**config.mk**
```make
export PLATFORM = sky130hd
export DESIGN_NAME = seg_display_scan_flat
export DESIGN_NICKNAME = d
export VERILOG_FILES = /design/src/rtl/seg_display_scan_if.sv /design/src/rtl/seg_display_scan.sv /design/src/flat_wrapper.sv
export SDC_FILE = /design/constraint.sdc
export NUM_CORES = 1
export LEC_CHECK = 0
export ABC_AREA = 0
export CAP_MARGIN = 20
export CORE_MARGIN = 3
export CORE_UTILIZATION = 45
export CTS_BUF_LIST = sky130_fd_sc_hd__clkbuf_8
export CTS_CLUSTER_DIAMETER = 150
export DETAILED_ROUTE_END_ITERATION = 10
export GPL_ROUTABILITY_DRIVEN = 0
export PLACE_DENSITY_LB_ADDON = 0.12
export SETUP_SLACK_MARGIN = 0.15
export SKIP_LAST_GASP = 1
export SYNTH_ARGS = -nofsm -noshare
export SYNTH_HDL_FRONTEND = slang
export SYNTH_SLANG_ARGS = --single-unit
```
**constraint.sdc**
```tcl
create_clock -name clk -period 4.9 [get_ports clk]
set_input_delay 0.735 -clock clk [delete_from_list [all_inputs] [get_ports clk]]
set_output_delay 0.735 -clock clk [all_outputs]
set_load 0.02 [all_outputs]
```
**src/rtl/seg_display_scan_if.sv**
```systemverilog
// seg_display_scan_if
//   Bus between the panel controller and the multiplexed 7-segment driver.
//   master : controller side, drives value/err_code/load/blank_lz and
//            observes seg/an/overflow.
//   slave  : display driver side.
//   value     VALUE_W     unsigned binary value to show
//   err_code  2           0 = no error, 1..3 = error code
//   load      1           1-cycle capture strobe
//   blank_lz  1           blank leading zero digits (normal mode)
//   seg       7           segments {a..g}, seg[6] = a, active-high
//   an        NUM_DIGITS  one-hot digit enable, an[0] = least significant
//   overflow  1           latched value does not fit in NUM_DIGITS hex digits
interface seg_display_scan_if #(
  parameter int NUM_DIGITS = 4,
  parameter int VALUE_W    = 11
);
  logic [VALUE_W-1:0]    value;
  logic [1:0]            err_code;
  logic                  load;
  logic                  blank_lz;
  logic [6:0]            seg;
  logic [NUM_DIGITS-1:0] an;
  logic                  overflow;

  modport master (
    output value, err_code, load, blank_lz,
    input  seg, an, overflow
  );

  modport slave (
    input  value, err_code, load, blank_lz,
    output seg, an, overflow
  );
endinterface

```
**src/rtl/seg_display_scan.sv**
```systemverilog
// seg_display_scan
//   Time-multiplexed NUM_DIGITS-digit 7-segment driver. A value and error
//   code are captured on load and shown in hex, one digit per refresh slot.
//   Error codes replace the value with 'E' + code; a value too large for the
//   digits raises overflow and shows 'E' + '4'.
//   clk  : system clock, rising edge
//   rst  : synchronous reset, active-high
//   bus  : seg_display_scan_if.slave (value, err_code, load, blank_lz in;
//          seg, an, overflow out)
module seg_display_scan #(
  parameter int NUM_DIGITS  = 4,
  parameter int VALUE_W     = 11,
  parameter int REFRESH_DIV = 50000
) (
  input  logic                 clk,
  input  logic                 rst,
  seg_display_scan_if.slave    bus
);

  localparam int EXT_W = 4 * NUM_DIGITS;
  localparam int CNT_W = (REFRESH_DIV > 1) ? $clog2(REFRESH_DIV) : 1;
  localparam int IDX_W = $clog2(NUM_DIGITS);

  localparam logic [6:0] GLYPH_E   = 7'b1001111;
  localparam logic [6:0] SEG_BLANK = 7'b0000000;

  function automatic logic [6:0] glyph(input logic [3:0] n);
    case (n)
      4'h0: glyph = 7'b1111110;
      4'h1: glyph = 7'b0110000;
      4'h2: glyph = 7'b1101101;
      4'h3: glyph = 7'b1111001;
      4'h4: glyph = 7'b0110011;
      4'h5: glyph = 7'b1011011;
      4'h6: glyph = 7'b1011111;
      4'h7: glyph = 7'b1110000;
      4'h8: glyph = 7'b1111111;
      4'h9: glyph = 7'b1111011;
      4'hA: glyph = 7'b1110111;
      4'hB: glyph = 7'b0011111;
      4'hC: glyph = 7'b1001110;
      4'hD: glyph = 7'b0111101;
      4'hE: glyph = 7'b1001111;
      default: glyph = 7'b1000111;
    endcase
  endfunction

  // Only the displayable nibbles are kept; anything above them is folded
  // into the overflow flag at capture time.
  logic [EXT_W-1:0] value_in_ext;
  logic             ovf_in;

  generate
    if (VALUE_W > EXT_W) begin : g_wide
      assign value_in_ext = bus.value[EXT_W-1:0];
      assign ovf_in       = |bus.value[VALUE_W-1:EXT_W];
    end else if (VALUE_W == EXT_W) begin : g_exact
      assign value_in_ext = bus.value;
      assign ovf_in       = 1'b0;
    end else begin : g_narrow
      assign value_in_ext = {{(EXT_W-VALUE_W){1'b0}}, bus.value};
      assign ovf_in       = 1'b0;
    end
  endgenerate

  logic [EXT_W-1:0]      shadow_value_reg;
  logic [1:0]            shadow_code_reg;
  logic                  overflow_reg;
  logic [CNT_W-1:0]      refresh_cnt_reg, refresh_cnt_next;
  logic [IDX_W-1:0]      idx_reg, idx_next;
  logic [6:0]            seg_reg, seg_next;
  logic [NUM_DIGITS-1:0] an_reg, an_next;

  // Per-digit nibble and "this digit and everything above it is zero".
  logic [3:0]            nibble [NUM_DIGITS];
  logic [NUM_DIGITS-1:0] upper_zero;

  generate
    for (genvar gi = 0; gi < NUM_DIGITS; gi++) begin : g_digit
      assign nibble[gi]     = shadow_value_reg[4*gi +: 4];
      assign upper_zero[gi] = ~|shadow_value_reg[EXT_W-1:4*gi];
    end
  endgenerate

  logic       refresh_tick;
  logic       idx_is_last;
  logic       idx_is_first;
  logic [3:0] cur_nibble;
  logic       cur_upper_zero;

  always_comb begin
    refresh_tick     = (refresh_cnt_reg == CNT_W'(REFRESH_DIV - 1));
    refresh_cnt_next = refresh_tick ? '0 : refresh_cnt_reg + 1'b1;
    idx_is_last      = (idx_reg == IDX_W'(NUM_DIGITS - 1));
    idx_is_first     = (idx_reg == '0);
    idx_next         = idx_reg;
    if (refresh_tick) begin
      idx_next = idx_is_last ? '0 : idx_reg + 1'b1;
    end

    cur_nibble     = 4'h0;
    cur_upper_zero = 1'b0;
    an_next        = '0;
    for (int i = 0; i < NUM_DIGITS; i++) begin
      if (idx_reg == IDX_W'(i)) begin
        cur_nibble     = nibble[i];
        cur_upper_zero = upper_zero[i];
        an_next[i]     = 1'b1;
      end
    end

    // Error screens take priority over the value; blanked digits keep their
    // anode enabled and just drive all segments off.
    seg_next = SEG_BLANK;
    if (overflow_reg || (shadow_code_reg != 2'd0)) begin
      if (idx_is_last) begin
        seg_next = GLYPH_E;
      end else if (idx_is_first) begin
        seg_next = overflow_reg ? glyph(4'h4) : glyph({2'b00, shadow_code_reg});
      end
    end else if (!(bus.blank_lz && !idx_is_first && cur_upper_zero)) begin
      seg_next = glyph(cur_nibble);
    end
  end

  always_ff @(posedge clk) begin
    if (rst) begin
      shadow_value_reg <= '0;
      shadow_code_reg  <= '0;
      overflow_reg     <= 1'b0;
      refresh_cnt_reg  <= '0;
      idx_reg          <= '0;
      seg_reg          <= '0;
      an_reg           <= '0;
    end else begin
      if (bus.load) begin
        shadow_value_reg <= value_in_ext;
        shadow_code_reg  <= bus.err_code;
        overflow_reg     <= ovf_in;
      end
      refresh_cnt_reg <= refresh_cnt_next;
      idx_reg         <= idx_next;
      seg_reg         <= seg_next;
      an_reg          <= an_next;
    end
  end

  assign bus.seg      = seg_reg;
  assign bus.an       = an_reg;
  assign bus.overflow = overflow_reg;

endmodule

```
**src/flat_wrapper.sv**
```systemverilog
// flat-port wrapper written by rule: the top's interface ports become plain ports
module seg_display_scan_flat 
#(
  parameter int NUM_DIGITS  = 4,
  parameter int VALUE_W     = 11,
  parameter int REFRESH_DIV = 50000
)
  (clk, rst, bus_value, bus_err_code, bus_load, bus_blank_lz, bus_seg, bus_an, bus_overflow);
  seg_display_scan_if #(.NUM_DIGITS(NUM_DIGITS), .VALUE_W(VALUE_W)) bus_i ();
  input  logic clk;
  input  logic rst;
  input wire logic [$bits(bus_i.value)-1:0] bus_value;
  input wire logic [$bits(bus_i.err_code)-1:0] bus_err_code;
  input wire logic [$bits(bus_i.load)-1:0] bus_load;
  input wire logic [$bits(bus_i.blank_lz)-1:0] bus_blank_lz;
  output wire logic [$bits(bus_i.seg)-1:0] bus_seg;
  output wire logic [$bits(bus_i.an)-1:0] bus_an;
  output wire logic [$bits(bus_i.overflow)-1:0] bus_overflow;
  assign bus_i.value = bus_value;
  assign bus_i.err_code = bus_err_code;
  assign bus_i.load = bus_load;
  assign bus_i.blank_lz = bus_blank_lz;
  assign bus_seg = bus_i.seg;
  assign bus_an = bus_i.an;
  assign bus_overflow = bus_i.overflow;
  seg_display_scan #(.NUM_DIGITS(NUM_DIGITS), .VALUE_W(VALUE_W), .REFRESH_DIV(REFRESH_DIV)) u_core (.clk(clk), .rst(rst), .bus(bus_i));
endmodule
```
# After elaboration in Yosys (flattened, before gate mapping)
# Memories as Yosys holds them, arrays and structs flattened.
# Cells that the tools add are included.
dict set report totals {
  register_bits 42
  rom_bits 112
  inputBits 17
  output_inout_bits 12
  word_cells 47
  n_memories 1
}
# name depth width read_ports rd_ports_with_merged_regs write_ports line_no
set memory_table {}
lappend memory_table {{(no name shown)} 16 7 1 0 0 seg_display_scan.sv:28} ;# case (n)
dict set report classes {
  addsub 2
  eq_ne 7
  n_mux 18
  n_reduce_logical 13
}
# operator n
set op_table {}
lappend op_table {{7-bit 2-to-1 mux} 4}
lappend op_table {{7-bit one-hot mux with 4 select lines} 1}
lappend op_table {{16-bit by 1-bit adder with 16-bit output, second input constant} 1}
lappend op_table {{16-bit == test, second input constant} 1}
lappend op_table {{4-bit 2-to-1 mux} 4}
lappend op_table {{11-bit OR reduction} 1}
lappend op_table {{2-bit == test, second input constant} 4}
lappend op_table {{1-bit 2-to-1 mux} 8}
lappend op_table {{7-bit OR reduction} 1}
lappend op_table {{2-bit by 1-bit == test with 1-bit output, second input constant} 2}
lappend op_table {{1-bit logical NOT} 4}
lappend op_table {{2-bit logical NOT} 2}
lappend op_table {{3-bit OR reduction} 1}
lappend op_table {{2-bit by 1-bit adder with 2-bit output, second input constant} 1}
lappend op_table {{1-bit logical AND} 2}
lappend op_table {{2-bit 2-to-1 mux} 1}
lappend op_table {{2-bit nonzero test} 1}
lappend op_table {{2-bit OR reduction} 1}

# Logic depth before layout (Yosys ltp)
dict set report depth {
  word_depth 9
  depth_mapped 11
}

# Worst setup path after synthesis
# Ideal clock, no wire load.
dict set report synth_path {
  kind {flip-flop to flip-flop}
  start {reg u_core.idx_reg[1]}
  end {reg u_core.seg_reg[6], in the netlist u_core.bus.seg[6]}
  t_arrival_ps 2306
  required_time_ps 4814
  setup_slack_ps 2509
  path_stages_with_launch 11
  synth_period_minus_slack_ps 2391
  cell_sequence {dfxtp_1 > inv_1 > ha_1 > buf_2 > nand3b_1 > a221oi_1 > inv_1 > ha_1 > nor3_1 > a41oi_1 > a211oi_1}
}
dict set report synth_between {
  elab_chain_cells 8
}
# element line_no
set synth_lines {}
lappend synth_lines {{start: declaration} seg_display_scan.sv:70} ;# logic [IDX_W-1:0] idx_reg, idx_next;
lappend synth_lines {{start signal: assignment} seg_display_scan.sv:142} ;# idx_reg <= idx_next;
lappend synth_lines {{2-bit logical NOT} {seg_display_scan.sv:95, seg_display_scan.sv:105}}
lappend synth_lines {{4-bit 2-to-1 mux or 1-bit 2-to-1 mux (tied branches) (4 in series)} seg_display_scan.sv:105} ;# if (idx_reg == IDX_W'(i)) begin
lappend synth_lines {{memory 16 x 7 bit or 1-bit logical AND (tied branches)} -}
lappend synth_lines {{7-bit 2-to-1 mux} seg_display_scan.sv:121} ;# end else if (!(bus.blank_lz && !idx_is_first && cur_upper_zero)) begin
lappend synth_lines {{7-bit 2-to-1 mux (*)} seg_display_scan.sv:115} ;# if (overflow_reg || (shadow_code_reg != 2'd0)) begin
lappend synth_lines {{end signal: assignment} seg_display_scan.sv:143} ;# seg_reg <= seg_next;
lappend synth_lines {{end: declaration} seg_display_scan.sv:71} ;# logic [6:0] seg_reg, seg_next;
# Every way passes the cells marked *; elsewhere a longest branch is shown, timed or not.
# A chain may end at the register's enable or synchronous reset.

# Worst setup path in the final report
# Ends and elaborated chain as after synthesis.

==> summary.md <==
| Metric | Value |
|---|---|
| Run status | finished, final reports clean |
| Final setup vio count | 0 |
| Number of synthesized flops with an enable pin | 0 |
| Drc violations | 0 |
| HP Class | flop to flop |
| Unique masters post-synth | slightly above 40 |
| Antenna viol nets, final | 0 |
| Design area | 0.00244 sq mm |
| Grt ovf | 0 |
| Syn avg cell area | just under 9 sq um |
| Yosys reg bits | 42 |
| Final hold violations | 0 |
| GRT met2 Usage | a little under a quarter |
| Post-DP Area | around 0.0023 sq mm |
| Post-synth top cells | dfxtp_1 (42), nor2_1 (42), nand2_1 (18) |
| Die area | 0.00537 sq mm |
| DR vias | around 1600 |
| Die Y | between 70 and 80 microns |
| Die X | 73.3 microns |
| Post-DR wirelength/cell | 13.3 microns |
| Psw | around 0.00017 W |
| Post-CTS sizing | 0 |
| Pleak | 0.951 nW |
| Post-DR vias/cell | between 5 and 6 |
| Core area | roughly 0.0042 sq mm |
| Dominant synthesized flop cell | dfxtp_1 |
| Clock Latency Late Sink | around 0.30 ns |
| Crit path largest cell delay | about 0.63 ns |
| P per Cell Area | roughly 300 mW/mm^2 |
| Critical path's slowest cell | a221oi_1 |
| Clock sink count | 42 |
| Synth area leaders | dfxtp_1 (41%), nor2_1 (7.7%), mux2i_1 (7.4%), ha_1 (6.8%), nand2_1 (3.3%) |
| Syn Inst Count | around 240 |
| Post-DP HPWL | 3020 microns |
| First-pass GRT wire length | 6810 microns |
| Met3 Resource Use GR | about 4.5% |
| Switching part of the total | a little under a quarter |
| Required time worst endpoint | roughly 5 ns |
| Critical Path End Type | flop |
| Clock network fraction of design power | 36.5% |
| Setup Skew | 0.00713 ns |
| Final WS setup | approximately 2.2 ns |
| Fmax | around 0.36 GHz |
| Initial antenna violation count | 0 |
| Layout cells sized above 1 | 4.21% |
| Post-synthesis sequential area ratio | about two fifths |
| Hold-fix buffers at CTS | 0 |
| Max H-tree Level | 2 |
| Asr flop ratio synth | 0% |
| Crit share post-route | between 50% and 60% |
| Min Tclk post-route | between 2 and 3 ns |
| Overall routing resource usage | 16.6% |
| Mapped Area | 0.00204 sq mm |
| Max-Cap Viols | 0 |
| Clock slew at reported path FFs | 0.08 ns |
| Number of buffer and inverter stages on the critical path | 2 |
| Critical path fanouts, max | 12 |
| Root buffer cell | clkbuf_8 |
| R2R setup slack | approximately 2.2 ns |
| DRT iter0 DRCs | 83 |
| Post-CTS Setup Bufs | 0 |
| Clock buffer depth | 2 |
| RSZ-0062 raised after global routing | no |
| Worst-Margin Slew | about 0.80 ns |
| Kind of critical path | flop to flop |
| I/O pin cnt | 29 |
| Yosys synthesis warning count | 0 |
| Logic pwr share | a little over an eighth |
| ANT cells | 0 |
| Final hold slack | approximately 0.45 ns |
| Synth Net Count | 263 |
| Total power | ~0.00072 W |
| DRT Pass-1 Iters | 4 |
| Busiest grt layer | met2 |
| Area leader, netlist | dfxtp_1 |
| CP cell instances | inv_1, ha_1, nand3b_1, a221oi_1, inv_1, ha_1, nor3_1, a41oi_1, a211oi_1 |
| Vias in the first global route | 1459 |
| Worst path top cell family by delay | compound AO/OA/AOI/OAI gates |
| Largest net degree at the start of global routing | 28 |
| Worst slew margin | ~46% |
| Slew Limit Fails | 0 |
| Sequential power share | 50.5% |
| Met1 Resource Use GR | 23.3% |
| Largest register FFs | 16 |
| Synth-to-layout area growth | 19.7% |
| NumNets Final | between 200 and 300 |
| Row count | 23 |
| CTS tree | built |
| Initial Utilization | between 40% and 50% |
| Setup_tns | 0 ns |
| Area share of the largest cell type after synthesis | about two fifths |
| Port buffer count | 27 |
| Max VDD drop | around 210 uV |
| Startpoint types | flop |
| Cell Int Power | 0.000552 W |
| DRT Wirelength | 4130 microns |
| CP arrival | between 2 and 3 ns |
| DP Worst Slack | 2.22 ns |
| CTS buffer count | 5 |
[cells in the final DEF, fill, tap and decap left out, types with 5 or more instances in the layout]
cell / n
nor2b_1: 7
clkbuf_8: 5
clkdlybuf4s50_1: 27
ha_1: 11
nor2_1: 42
a21oi_1: 11
dfxtp_1: 42
mux2i_1: 15
xor2_1: 7
nand3_1: 8
xnor2_1: 7
o21ai_0: 5
inv_1: 11
nand2_1: 18
[worst paths after layout]
path / startpoint / end / cells past startpoint
worst max-delay path: u_core.idx_reg[1] / u_core.bus.seg[6] / 9
worst min-delay path: u_core.refresh_cnt_reg[0] / u_core.refresh_cnt_reg[0] / 1
worst max register to register: u_core.idx_reg[1] / u_core.bus.seg[6] / 9
worst min register to register: u_core.refresh_cnt_reg[0] / u_core.refresh_cnt_reg[0] / 1
[through the flow]
step	std cells	utilization, %
global route	311	58.4
CTS	311	58.4
finish	311	58.4
floorplan	235	-
global placement	303	55.8
detailed placement	303	55.8
[routing by layer]
| layer | vias up | share of wire, % |
|---|---|---|
| li1 | 854 | - |
| met1 | 728 | 51 |
| met2 | 43 | 41 |
| met3 | 6 | 6.1 |
| met4 | 0 | 1.6 |
| met5 | - | 0 |
[worst register-to-register path: stages (launching register included)]
cell	delay [ns]
dfxtp_1	0.37
inv_1	0.09
ha_1	0.31
nand3b_1	0.20
a221oi_1	0.63
inv_1	0.20
ha_1	0.29
nor3_1	0.29
a41oi_1	0.08
a211oi_1	0.21
[logic make-up (layout without fill, tap and decap cells)]
kind of cell	count (synthesis)	after routing	synth area share, %
AOI/OAI and AO/OA	34	34	11.2
xor gates and xnor gates	14	14	6.02
adders and majority gates	11	11	6.76
buffers and inverters	19	45	3.93
DFF	42	42	41.3
muxes	15	15	7.38
other	1	1	0.184
and+or+nand+nor	99	99	23.2
[power by group through the flow]
stage	Sequential (W)	Combinational, W	Clock, W
after floorplan	0.000382	0.0000489	0
after global placement	0.000374	0.0000941	0
after detailed placement	0.000374	0.0000948	0
after CTS	0.000366	0.0000954	0.000272
after global routing	0.000368	0.000104	0.000287
final	0.000366	0.0000947	0.000264
[layout make-up]
| class | count | area [sq um] |
|---|---|---|
| fillers | 377 | 1740 |
| multi-input cells | 174 | 1110 |
| flip-flops and latches | 42 | 841 |
| repair buffers | 28 | 278 |
| clock buffers | 5 | 68.8 |
| well taps | 50 | 62.6 |
| clock inverters | 3 | 37.5 |
| inverters | 9 | 33.8 |
Power figures use the tool's default switching activity.
